File: src/rtl/uart_pkg.sv
// Shared FSM encodings, parity modes and parity helper for the UART controller.
package uart_pkg;

    typedef enum logic [2:0] {
        StIdle,
        StStart,
        StData,
        StParity,
        StStop,
        StBreak
    } uart_state_e;

    localparam int unsigned PARITY_NONE = 0;
    localparam int unsigned PARITY_EVEN = 1;
    localparam int unsigned PARITY_ODD  = 2;

    localparam int unsigned MAX_DATA_BITS = 9;

    // Callers zero-extend the payload, so unused upper bits do not disturb the XOR.
    function automatic logic calc_parity(input logic [MAX_DATA_BITS-1:0] data,
                                         input int unsigned              mode);
        logic p;
        p = ^data;
        return (mode == PARITY_ODD) ? ~p : p;
    endfunction

endpackage

File: src/rtl/uart_rx_fifo.sv
// Circular receive FIFO with first-word fall-through read and registered status.
module uart_rx_fifo
    import uart_pkg::*;
#(
    parameter int unsigned WIDTH = 8,
    parameter int unsigned DEPTH = 16
) (
    input  logic                   i_clk,
    input  logic                   i_rst_n,
    input  logic                   i_push,
    input  logic [WIDTH-1:0]       i_wdata,
    input  logic                   i_pop,
    output logic [WIDTH-1:0]       o_rdata,
    output logic                   o_empty,
    output logic                   o_full,
    output logic [$clog2(DEPTH):0] o_count
);

    localparam int unsigned AW       = $clog2(DEPTH);
    localparam logic [AW:0] FULL_CNT = (AW+1)'(DEPTH);

    logic [WIDTH-1:0] r_mem [DEPTH];
    logic [AW-1:0]    r_wr_ptr;
    logic [AW-1:0]    r_rd_ptr;
    logic [AW:0]      r_count;
    logic             r_empty;
    logic             r_full;
    logic             w_push;
    logic             w_pop;
    logic [AW:0]      w_count_nxt;

    // A pop on empty is ignored; a push into a full FIFO lands only alongside a pop.
    assign w_pop  = i_pop && !r_empty;
    assign w_push = i_push && (!r_full || w_pop);

    always_comb begin
        w_count_nxt = r_count;
        if (w_push && !w_pop) begin
            w_count_nxt = r_count + (AW+1)'(1);
        end else if (w_pop && !w_push) begin
            w_count_nxt = r_count - (AW+1)'(1);
        end
    end

    always_ff @(posedge i_clk or negedge i_rst_n) begin
        if (!i_rst_n) begin
            r_wr_ptr <= '0;
            r_rd_ptr <= '0;
            r_count  <= '0;
            r_empty  <= 1'b1;
            r_full   <= 1'b0;
        end else begin
            if (w_push) r_wr_ptr <= r_wr_ptr + AW'(1);
            if (w_pop)  r_rd_ptr <= r_rd_ptr + AW'(1);
            r_count <= w_count_nxt;
            r_empty <= (w_count_nxt == '0);
            r_full  <= (w_count_nxt == FULL_CNT);
        end
    end

    always_ff @(posedge i_clk) begin
        if (w_push) r_mem[r_wr_ptr] <= i_wdata;
    end

    assign o_rdata = r_empty ? '0 : r_mem[r_rd_ptr];
    assign o_empty = r_empty;
    assign o_full  = r_full;
    assign o_count = r_count;

endmodule

File: src/rtl/uart_mem_ctrl.sv
// UART transceiver: valid/ready TX, synchronised RX into a readable FIFO,
// sticky parity/framing/overrun flags.
module uart_mem_ctrl
    import uart_pkg::*;
#(
    parameter int unsigned CLKS_PER_BIT = 87,
    parameter int unsigned DATA_BITS    = 8,
    parameter int unsigned PARITY_MODE  = 0,
    parameter int unsigned STOP_BITS    = 1,
    parameter int unsigned FIFO_DEPTH   = 16
) (
    input  logic                        i_clk,
    input  logic                        i_rst_n,
    input  logic                        i_rx,
    output logic                        o_tx,
    input  logic [DATA_BITS-1:0]        i_tx_data,
    input  logic                        i_tx_valid,
    output logic                        o_tx_ready,
    output logic                        o_tx_done,
    input  logic                        i_rx_rd_en,
    output logic [DATA_BITS-1:0]        o_rx_rd_data,
    output logic                        o_rx_empty,
    output logic                        o_rx_full,
    output logic [$clog2(FIFO_DEPTH):0] o_rx_count,
    output logic                        o_rx_done,
    output logic                        o_parity_err,
    output logic                        o_frame_err,
    output logic                        o_overrun_err,
    input  logic                        i_err_clr
);

    localparam int unsigned CW         = $clog2(STOP_BITS * CLKS_PER_BIT);
    localparam int unsigned IW         = $clog2(DATA_BITS);
    localparam logic [CW-1:0] BIT_END  = CW'(CLKS_PER_BIT - 1);
    localparam logic [CW-1:0] STOP_END = CW'(STOP_BITS * CLKS_PER_BIT - 1);
    localparam logic [CW-1:0] HALF_END = CW'((CLKS_PER_BIT - 1) / 2 - 1);
    localparam logic [IW-1:0] LAST_BIT = IW'(DATA_BITS - 1);
    localparam logic          LAST_STOP  = (STOP_BITS == 2);
    localparam logic          HAS_PARITY = (PARITY_MODE != PARITY_NONE);

    // ---------------- Transmitter ----------------
    uart_state_e          r_tx_state;
    logic [CW-1:0]        r_tx_cnt;
    logic [IW-1:0]        r_tx_idx;
    logic [DATA_BITS-1:0] r_tx_shift;
    logic                 r_tx_par;
    logic                 r_tx;
    logic                 r_tx_ready;
    logic                 r_tx_done;

    always_ff @(posedge i_clk or negedge i_rst_n) begin
        if (!i_rst_n) begin
            r_tx_state <= StIdle;
            r_tx_cnt   <= '0;
            r_tx_idx   <= '0;
            r_tx_shift <= '0;
            r_tx_par   <= 1'b0;
            r_tx       <= 1'b1;
            r_tx_ready <= 1'b1;
            r_tx_done  <= 1'b0;
        end else begin
            r_tx_done <= 1'b0;
            unique case (r_tx_state)
                StIdle: begin
                    if (i_tx_valid && r_tx_ready) begin
                        r_tx_shift <= i_tx_data;
                        r_tx_par   <= calc_parity(MAX_DATA_BITS'(i_tx_data), PARITY_MODE);
                        r_tx_cnt   <= '0;
                        r_tx_idx   <= '0;
                        r_tx       <= 1'b0;
                        r_tx_ready <= 1'b0;
                        r_tx_state <= StStart;
                    end
                end
                StStart: begin
                    if (r_tx_cnt == BIT_END) begin
                        r_tx_cnt   <= '0;
                        r_tx       <= r_tx_shift[0];
                        r_tx_state <= StData;
                    end else begin
                        r_tx_cnt <= r_tx_cnt + CW'(1);
                    end
                end
                StData: begin
                    if (r_tx_cnt == BIT_END) begin
                        r_tx_cnt <= '0;
                        if (r_tx_idx == LAST_BIT) begin
                            if (HAS_PARITY) begin
                                r_tx       <= r_tx_par;
                                r_tx_state <= StParity;
                            end else begin
                                r_tx       <= 1'b1;
                                r_tx_state <= StStop;
                            end
                        end else begin
                            r_tx_idx   <= r_tx_idx + IW'(1);
                            r_tx_shift <= r_tx_shift >> 1;
                            r_tx       <= r_tx_shift[1];
                        end
                    end else begin
                        r_tx_cnt <= r_tx_cnt + CW'(1);
                    end
                end
                StParity: begin
                    if (r_tx_cnt == BIT_END) begin
                        r_tx_cnt   <= '0;
                        r_tx       <= 1'b1;
                        r_tx_state <= StStop;
                    end else begin
                        r_tx_cnt <= r_tx_cnt + CW'(1);
                    end
                end
                StStop: begin
                    // Ready returns with the done pulse so a held tx_valid is taken next edge.
                    if (r_tx_cnt == STOP_END) begin
                        r_tx_cnt   <= '0;
                        r_tx_done  <= 1'b1;
                        r_tx_ready <= 1'b1;
                        r_tx_state <= StIdle;
                    end else begin
                        r_tx_cnt <= r_tx_cnt + CW'(1);
                    end
                end
                default: r_tx_state <= StIdle;
            endcase
        end
    end

    // ---------------- Receiver ----------------
    logic                 r_rx_meta;
    logic                 r_rx_sync;
    uart_state_e          r_rx_state;
    logic [CW-1:0]        r_rx_cnt;
    logic [IW-1:0]        r_rx_idx;
    logic                 r_rx_stop_idx;
    logic [DATA_BITS-1:0] r_rx_shift;
    logic                 r_parity_err;
    logic                 r_frame_err;
    logic                 r_overrun_err;

    logic w_rx_bit_end;
    logic w_par_bad;
    logic w_stop_smp;
    logic w_frame_bad;
    logic w_frame_ok;
    logic w_overrun;
    logic w_fifo_full;

    always_ff @(posedge i_clk or negedge i_rst_n) begin
        if (!i_rst_n) begin
            r_rx_meta <= 1'b1;
            r_rx_sync <= 1'b1;
        end else begin
            r_rx_meta <= i_rx;
            r_rx_sync <= r_rx_meta;
        end
    end

    assign w_rx_bit_end = (r_rx_cnt == BIT_END);
    assign w_par_bad    = (r_rx_state == StParity) && w_rx_bit_end &&
                          (r_rx_sync != calc_parity(MAX_DATA_BITS'(r_rx_shift), PARITY_MODE));
    assign w_stop_smp   = (r_rx_state == StStop) && w_rx_bit_end;
    assign w_frame_bad  = w_stop_smp && !r_rx_sync;
    assign w_frame_ok   = w_stop_smp && r_rx_sync && (r_rx_stop_idx == LAST_STOP);
    assign w_overrun    = w_frame_ok && w_fifo_full && !i_rx_rd_en;

    always_ff @(posedge i_clk or negedge i_rst_n) begin
        if (!i_rst_n) begin
            r_rx_state    <= StIdle;
            r_rx_cnt      <= '0;
            r_rx_idx      <= '0;
            r_rx_stop_idx <= 1'b0;
            r_rx_shift    <= '0;
        end else begin
            unique case (r_rx_state)
                StIdle: begin
                    if (!r_rx_sync) begin
                        r_rx_cnt   <= '0;
                        r_rx_state <= StStart;
                    end
                end
                StStart: begin
                    // A start bit that is high again at mid-bit was a glitch.
                    if (r_rx_cnt == HALF_END) begin
                        r_rx_cnt   <= '0;
                        r_rx_idx   <= '0;
                        r_rx_state <= r_rx_sync ? StIdle : StData;
                    end else begin
                        r_rx_cnt <= r_rx_cnt + CW'(1);
                    end
                end
                StData: begin
                    if (w_rx_bit_end) begin
                        r_rx_cnt   <= '0;
                        r_rx_shift <= {r_rx_sync, r_rx_shift[DATA_BITS-1:1]};
                        if (r_rx_idx == LAST_BIT) begin
                            r_rx_stop_idx <= 1'b0;
                            r_rx_state    <= HAS_PARITY ? StParity : StStop;
                        end else begin
                            r_rx_idx <= r_rx_idx + IW'(1);
                        end
                    end else begin
                        r_rx_cnt <= r_rx_cnt + CW'(1);
                    end
                end
                StParity: begin
                    if (w_rx_bit_end) begin
                        r_rx_cnt      <= '0;
                        r_rx_stop_idx <= 1'b0;
                        r_rx_state    <= StStop;
                    end else begin
                        r_rx_cnt <= r_rx_cnt + CW'(1);
                    end
                end
                StStop: begin
                    if (w_rx_bit_end) begin
                        r_rx_cnt <= '0;
                        if (!r_rx_sync) begin
                            r_rx_state <= StBreak;
                        end else if (r_rx_stop_idx == LAST_STOP) begin
                            r_rx_state <= StIdle;
                        end else begin
                            r_rx_stop_idx <= 1'b1;
                        end
                    end else begin
                        r_rx_cnt <= r_rx_cnt + CW'(1);
                    end
                end
                StBreak: begin
                    if (r_rx_sync) r_rx_state <= StIdle;
                end
                default: r_rx_state <= StIdle;
            endcase
        end
    end

    // Set events take priority over a same-cycle clear.
    always_ff @(posedge i_clk or negedge i_rst_n) begin
        if (!i_rst_n) begin
            r_parity_err  <= 1'b0;
            r_frame_err   <= 1'b0;
            r_overrun_err <= 1'b0;
        end else begin
            r_parity_err  <= w_par_bad   | (r_parity_err  & ~i_err_clr);
            r_frame_err   <= w_frame_bad | (r_frame_err   & ~i_err_clr);
            r_overrun_err <= w_overrun   | (r_overrun_err & ~i_err_clr);
        end
    end

    uart_rx_fifo #(
        .WIDTH (DATA_BITS),
        .DEPTH (FIFO_DEPTH)
    ) u_rx_fifo (
        .i_clk   (i_clk),
        .i_rst_n (i_rst_n),
        .i_push  (w_frame_ok),
        .i_wdata (r_rx_shift),
        .i_pop   (i_rx_rd_en),
        .o_rdata (o_rx_rd_data),
        .o_empty (o_rx_empty),
        .o_full  (w_fifo_full),
        .o_count (o_rx_count)
    );

    assign o_tx          = r_tx;
    assign o_tx_ready    = r_tx_ready;
    assign o_tx_done     = r_tx_done;
    assign o_rx_full     = w_fifo_full;
    assign o_rx_done     = w_frame_ok && !w_overrun;
    assign o_parity_err  = r_parity_err;
    assign o_frame_err   = r_frame_err;
    assign o_overrun_err = r_overrun_err;

endmodule
File: config.mk
export PLATFORM = sky130hd
export DESIGN_NAME = uart_mem_ctrl
export DESIGN_NICKNAME = d
export VERILOG_FILES = /design/src/rtl/uart_pkg.sv /design/src/rtl/uart_rx_fifo.sv /design/src/rtl/uart_mem_ctrl.sv
export SDC_FILE = /design/constraint.sdc
export NUM_CORES = 1
export LEC_CHECK = 0
export CAP_MARGIN = 20
export CORE_ASPECT_RATIO = 0.7
export CORE_MARGIN = 2
export CORE_UTILIZATION = 57
export CTS_BUF_LIST = sky130_fd_sc_hd__clkbuf_2 sky130_fd_sc_hd__clkbuf_4 sky130_fd_sc_hd__clkbuf_8
export DETAILED_ROUTE_END_ITERATION = 8
export PLACE_DENSITY_LB_ADDON = 0.1
export SETUP_SLACK_MARGIN = 0.5
export SYNTH_ARGS = -nofsm -noshare
export SYNTH_HDL_FRONTEND = slang
export SYNTH_SLANG_ARGS = --single-unit
File: constraint.sdc
create_clock -name i_clk -period 2.8 [get_ports i_clk]
set_clock_uncertainty 0.15 [all_clocks]
set_input_delay 0.42 -clock i_clk [delete_from_list [all_inputs] [get_ports i_clk]]
set_output_delay 0.42 -clock i_clk [all_outputs]
set_load 0.005 [all_outputs]
Yosys cells after proc, flatten, opt, wreduce, memory -nomap -nowiden
Memories as Yosys holds them, arrays and structs flattened. Cells that the tools add are included.

Bitwise operators: 8. Muxes and demuxes: 58. Reductions and logical operators: 45. Equality and inequality tests: 33. $add $sub $neg: 8.

Operators by type and width (number): $mux 3 (21); $mux 7 (5); $mux 8 (4); $ne 2x2->1 const B (16); $pmux 7 s3 (1); $pmux 3 s6 (1); $pmux 8 s2 (1); $eq 3x3->1 const B (5); $mux 1 (15); $pmux 3 s5 (1); $add 7x1->7 const B (2); $eq 7x7->1 const B (2); $logic_and 1x1->1 (14); $pmux 7 s2 (1); $eq 3x2->1 const B (4); $pmux 3 s2 (2); $reduce_and 6->1 (2); $mux 5 (2); $reduce_xor 9->1 (1); $add 4x1->4 const B (2); $reduce_and 4->1 (2); $reduce_and 8->1 (1); $reduce_bool 2->1 (4); $eq 7x6->1 const B (1); 25 further kinds (42).

Word-level logic and storage cells: 175. RAM bits: 128. Register bits: 66. Memories: 1. Bits of input ports: 14.

Memory list: u_rx_fifo.r_mem (words 16, bits a word 8, rd ports 1, clocked after memory_dff 0, write ports 1, line uart_rx_fifo.sv:22) `logic [WIDTH-1:0] r_mem [DEPTH];`.

Longest topological paths before layout
Depth after elaboration: 10. Gate-level depth with buffers: 9. Depth with buffers taken out: 8.

Cells and area by module
From an unflattened synthesis, not the netlist that was laid out.

Cells, all modules: 552. Area total of the unflattened synthesis: 8533.2 µm².

Modules (own cells, without submodules): uart_rx_fifo (instances 1, cells each 288, seq. area each 4220.3 µm², area an instance 5761.8 µm²); uart_mem_ctrl (instances 1, cells each 264, seq. area each 1256.2 µm², area an instance 2771.4 µm²).

Worst setup path before layout
No wires, ideal clock.

Path type: reg-to-reg. Start: register r_rx_cnt[0]. End: memory u_rx_fifo.r_mem[3][0] (enable). Library setup time: 0.383 ns. Data required time: 2.267 ns. Path slack: 0.013 ns. Data arrival time: 2.254 ns. Stages on the path, launching flop included: 8. Buffers on the path: 0. Period minus slack after synthesis: 2.787 ns. Cells stage by stage: dfrtp_1 inv_1 ha_1 nand4b_4 or3_4 a21oi_2 nand2_1 nor3_1.

Word-level cells in the longest chain between the ends: 7.

RTL lines: start: declaration (line uart_mem_ctrl.sv:133) `logic [CW-1:0] r_rx_cnt;`; start signal: assignment (line uart_mem_ctrl.sv:189) `r_rx_cnt <= r_rx_cnt + CW'(1);`; start signal: assignment (line uart_mem_ctrl.sv:203) `r_rx_cnt <= r_rx_cnt + CW'(1);`; start signal: assignment (line uart_mem_ctrl.sv:212) `r_rx_cnt <= r_rx_cnt + CW'(1);`; $eq 7x7->1 (line uart_mem_ctrl.sv:159) `assign w_rx_bit_end = (r_rx_cnt == BIT_END);`; $logic_and 1x1->1 (line uart_mem_ctrl.sv:162) `assign w_stop_smp = (r_rx_state == StStop) && w_rx_bit_end;`; $logic_and 1x1->1 (2 in a row) (line uart_mem_ctrl.sv:164) `assign w_frame_ok = w_stop_smp && r_rx_sync && (r_rx_stop_idx == LAST_STOP);`; $logic_and 1x1->1 (line uart_rx_fifo.sv:34) `assign w_push = i_push && (!r_full || w_pop);`; $mux 1 (line uart_rx_fifo.sv:62) `if (w_push) r_mem[r_wr_ptr] <= i_wdata;`; $mux 1 (not written as such) (line uart_rx_fifo.sv:62); end: declaration (line uart_rx_fifo.sv:22).

No other way between the ends.

Final worst setup path
Start: register u_rx_fifo.r_rd_ptr[0]. End: output port o_rx_rd_data[1].

Word-level cells in the longest chain between the ends: 2.

RTL lines: start: declaration (line uart_rx_fifo.sv:24) `logic [AW-1:0] r_rd_ptr;`; start signal: assignment (line uart_rx_fifo.sv:54) `if (w_pop) r_rd_ptr <= r_rd_ptr + AW'(1);`; $mem_v2 16x8; $mux 8 (line uart_rx_fifo.sv:65) `assign o_rdata = r_empty ? '0 : r_mem[r_rd_ptr];`; end: declaration (line uart_mem_ctrl.sv:21) `output logic [DATA_BITS-1:0] o_rx_rd_data,`.

No other way between the ends.

==> results.md <==
Clocking:
- The total clock buffers created by CTS is 17.
- Clock-pin slew was measured on the worst setup and hold paths at 0.10 ns.
- The clock latency on the worst-skew pair is 0.47 ns.
- In this run the number of H-tree levels came out at 4.
- The root buffer cell chosen for the clock tree is clkbuf_8.
- The clock drives 193 sinks.
- TritonCTS built the clock tree.
- The clock passes through at most 2 buffers.

STA:
- After layout, the worst setup slack is -0.247 ns.
- The number of pins with negative max-slew slack in the final report was 0.
- The maximum achievable frequency is 328 MHz.
- In the finished design, the share of the clock period the worst path needs comes to 1.09.
- The minimum clock period is 3.05 ns.
- The final-report setup violation count is 8.
- The number of hold-slack violations in the final timing report came to 0.
- Setup repair after global routing could not meet its margin everywhere.
- The worst max-slew margin expressed relative to the limit is 0.512.
- The transition time at the pin with the least slew margin is 0.729 ns.
- In the final timing run, aggregate negative setup slack is -1.57 ns.

Synthesis:
- The post-synth net total is 572.
- The number of warnings issued by yosys is 0.
- The post-synthesis cell count is 543.
- After synthesis, the netlist uses 53 different library cells.
- For this run, the leading register cell type out of synthesis is edfxtp_1.
- The synthesized design contains 193 register bits.
- The average cell area after synthesis is 15.3 µm².
- The mapped netlist covers 8320 µm².
- For this run, the register share of the synthesized area comes to 0.658.
- For this run, asynchronously set or reset flops after synthesis account for 0.337.
- Yosys mapped a number of flops with a built-in enable equal to 128.

Floorplan:
- The number of primary I/O pins is 36.
- In this run the core area contains 36 standard-cell rows.
- The vertical die dimension is 105 µm.
- The core outline area is 14100 µm².
- The initial core utilization is 0.590.
- The horizontal die dimension is 148 µm.
- The die footprint is 15600 µm².

Routing:
- The per-cell via count in the routed design is 5.93.
- The final route contains 5074 vias.
- The detailed-route wire length is 18300 µm.
- For this block, the initial DRC count from the detailed router was 445.
- The number of detailed-route iterations in the first pass is 5.
- The number of nets with antenna violations after detailed routing is 0.
- The routed wire length per instance is 21.4 µm.
- The total DRC errors in the routed layout is 0.

Critical path:
- The slowest cell on the critical path is mux4_2.
- Tracing the worst setup path back leads to its startpoint at u_rx_fifo.r_rd_ptr[0].
- STA classifies the critical path startpoint as a flop.
- The worst setup path is of the flop to output pin kind.
- The worst path arrival time is 2.48 ns.
- The endpoint identified for the worst register-to-register timing path is u_rx_fifo.r_mem[1][3].
- The critical path goes through buf_6 -> buf_6 -> buf_12 -> mux4_2 -> mux4_2 -> nor2b_4 -> buf_2.
- The register-to-register setup slack is 0.32 ns.
- Measured in cells, the most critical reg-to-reg path has a length of 10.
- The end point of the critical path is o_rx_rd_data[1].
- The largest stage delay on the critical path is 0.52 ns.
- The worst register-to-register path begins at r_rx_cnt[0].
- The required time reported for the critical path endpoint is 2.23 ns.
- The biggest fanout along the worst timing path is 7.
- The worst setup path is captured at an output pin.

Global routing:
- The number of global-route vias before repair is 5052.
- The initial antenna violation count is 0.
- The first global-routing pass estimated 28300 µm of wire.
- The global router's overall resource usage is 0.246.
- Entering global routing, the biggest net connects 47 pins.
- After global routing the overflow that remains totals 0.

Power and ir drop:
- Of the total power, combinational logic draws 0.245.
- The power per cell area is 618 nW/µm².
- For this design the total switching power over the nets is 0.00194 W.
- Summed over all cells, the static leakage comes to 4.22 nW.
- Of the total power, the share spent switching nets is 0.295.
- IR analysis of the VDD net gives a maximum drop of 0.368 mV.
- Of the total power, registers draw 0.500.
- The internal power contribution is 0.00463 W.
- The fraction of power consumed by the clock network is 0.254.

Flow run:
- The max capacitance violation total is 0.

Finish:
- Leaving out fill and tap cells, the most frequent cells in the layout are edfxtp_1 (128), dfrtp_1 (57), mux4_2 (40), nand2_1 (37), o21ai_0 (28).
- The area growth from synthesis to layout is 27.8%.
- The antenna diode count is 0.
- The net count reported at finish is 682.
- The final design area excluding fillers is 10600 µm².
- The leading cell type in the layout, fill and taps excluded is edfxtp_1.
- In the final layout, the share of cells above drive strength 1 is 0.354.

Status:
- The flow ran to the end, but the final reports show violations.
- The checks that failed: negative setup slack.

Placement:
- After legalization and detailed placement, the total HPWL measured 10700 µm.
- Buffers placed on the I/O ports in this run total 35.
- The congestion estimate from routability-driven global placement came to 0.826.
- The cell area after placement is 9380 µm².

Worst hold path:
- In this run the most critical hold path is launched from i_rx.
- The path class of the tightest hold or removal check is primary input to flop.
-- registers in the layout, indices dropped and copies added, names as in the netlist, 3 cells and up --
register / count
u_rx_fifo.r_wr_ptr: 4
r_rx_state: 3
r_rx_idx: 3
r_tx_idx: 3
r_rx_shift: 8
r_tx_cnt: 7
u_rx_fifo.r_rd_ptr: 4
u_rx_fifo.o_count: 5
r_tx_state: 3
u_rx_fifo.r_mem: 128
r_rx_cnt: 7
r_tx_shift: 8
-- final cells by class --
cell class	instances	area (µm²)
clock buffer	17	234
multi-input combinational	316	3230
tap	190	238
fill	783	3460
inverter	13	48.8
timing repair buffer	112	1280
sequential	193	5480
clock inverter	15	125
-- critical path: cells and delay by family (launching register included) --
family                 cells  cell delay [ns]
buffers and inverters      4             0.44
DFF                        1             0.41
muxes                      2             1.02
and+or+nand+nor            1             0.15
-- per-stage QoR --
step                utilization  power [W]  instances  setup WS, ns  hold slack [ns]
floorplan                     -    0.00411        543         0.384          -0.0256
global placement          0.665    0.00443        778        0.0209            0.196
detailed placement        0.665    0.00448        778       0.00766            0.199
CTS                       0.736    0.00651        845        -0.261            0.179
global route              0.754    0.00683        856        -0.308            0.185
finish                    0.754    0.00657        856        -0.247            0.210
-- repair_timing --
item                                    in CTS  in global routing
endpoints found under the setup margin     140                148
endpoints found under the hold margin       18                  0
hold buffers                                 1                  0
setup buffers                               32                 10
resized for setup                          101                 38
cloned                                       2                  1
pin swaps                                   19                 20
-- synthesized netlist by cell type (3+ instances only) --
cell      count  area share
a21oi_1      14      0.0084
and3_1        6      0.0045
buf_2         6      0.0036
clkbuf_1     14      0.0063
dfrtp_1      60        0.18
dfstp_2       5       0.016
edfxtp_1    128        0.46
ha_1         15       0.023
inv_1        13      0.0059
mux2_2       11       0.015
mux2i_1       7      0.0084
mux4_2       40        0.11
nand2_1      41       0.018
nand2b_1      9      0.0068
nand3_1      12      0.0072
nor2_1       36       0.016
nor2b_1      12      0.0090
nor3_1       16      0.0096
o21ai_0      33       0.020
o31ai_1       4      0.0036
xnor2_1      19       0.020
xor2_1        3      0.0032
-- how the worst min path moves through the flow --
stage | endpoint | slack (ns) | depth (start not counted)
2_1_floorplan | o_frame_err | -0.03 | 0
3_3_place_gp | r_rx_sync | 0.20 | 0
3_5_place_dp | r_rx_sync | 0.20 | 0
4_1_cts | r_rx_meta | 0.18 | 1
5_1_grt | r_rx_meta | 0.19 | 1
6_report | r_rx_meta | 0.21 | 1
-- layer usage --
metal | track usage | part of all wire | up-vias
li1 | - | - | 2284
met3 | 0.0528 | 0.066 | 20
met5 | 0 | 0 | -
met1 | 0.358 | 0.44 | 2591
met2 | 0.382 | 0.49 | 179
met4 | 0.0667 | 0.011 | 0
-- power by group through the flow --
stage          Clock, W  Combinational, W  Sequential [W]
2_1_floorplan         0          0.000844         0.00327
3_3_place_gp          0           0.00113         0.00330
3_5_place_dp          0           0.00116         0.00331
4_1_cts         0.00169           0.00155         0.00327
5_1_grt         0.00181           0.00172         0.00330
6_report        0.00167           0.00161         0.00329
-- cell families after synthesis --
kind of cell / after synthesis / share of synthesized area
XOR/XNOR: 22 / 0.0232
adder cells (fa/ha/maj): 15 / 0.0225
AND/OR/NAND/NOR: 152 / 0.100
flip-flops: 193 / 0.658
AO/OA/AOI/OAI: 68 / 0.0481
buffers and inverters: 35 / 0.0167
multiplexers: 58 / 0.132
No activity file was read; power rests on OpenSTA's default activity.
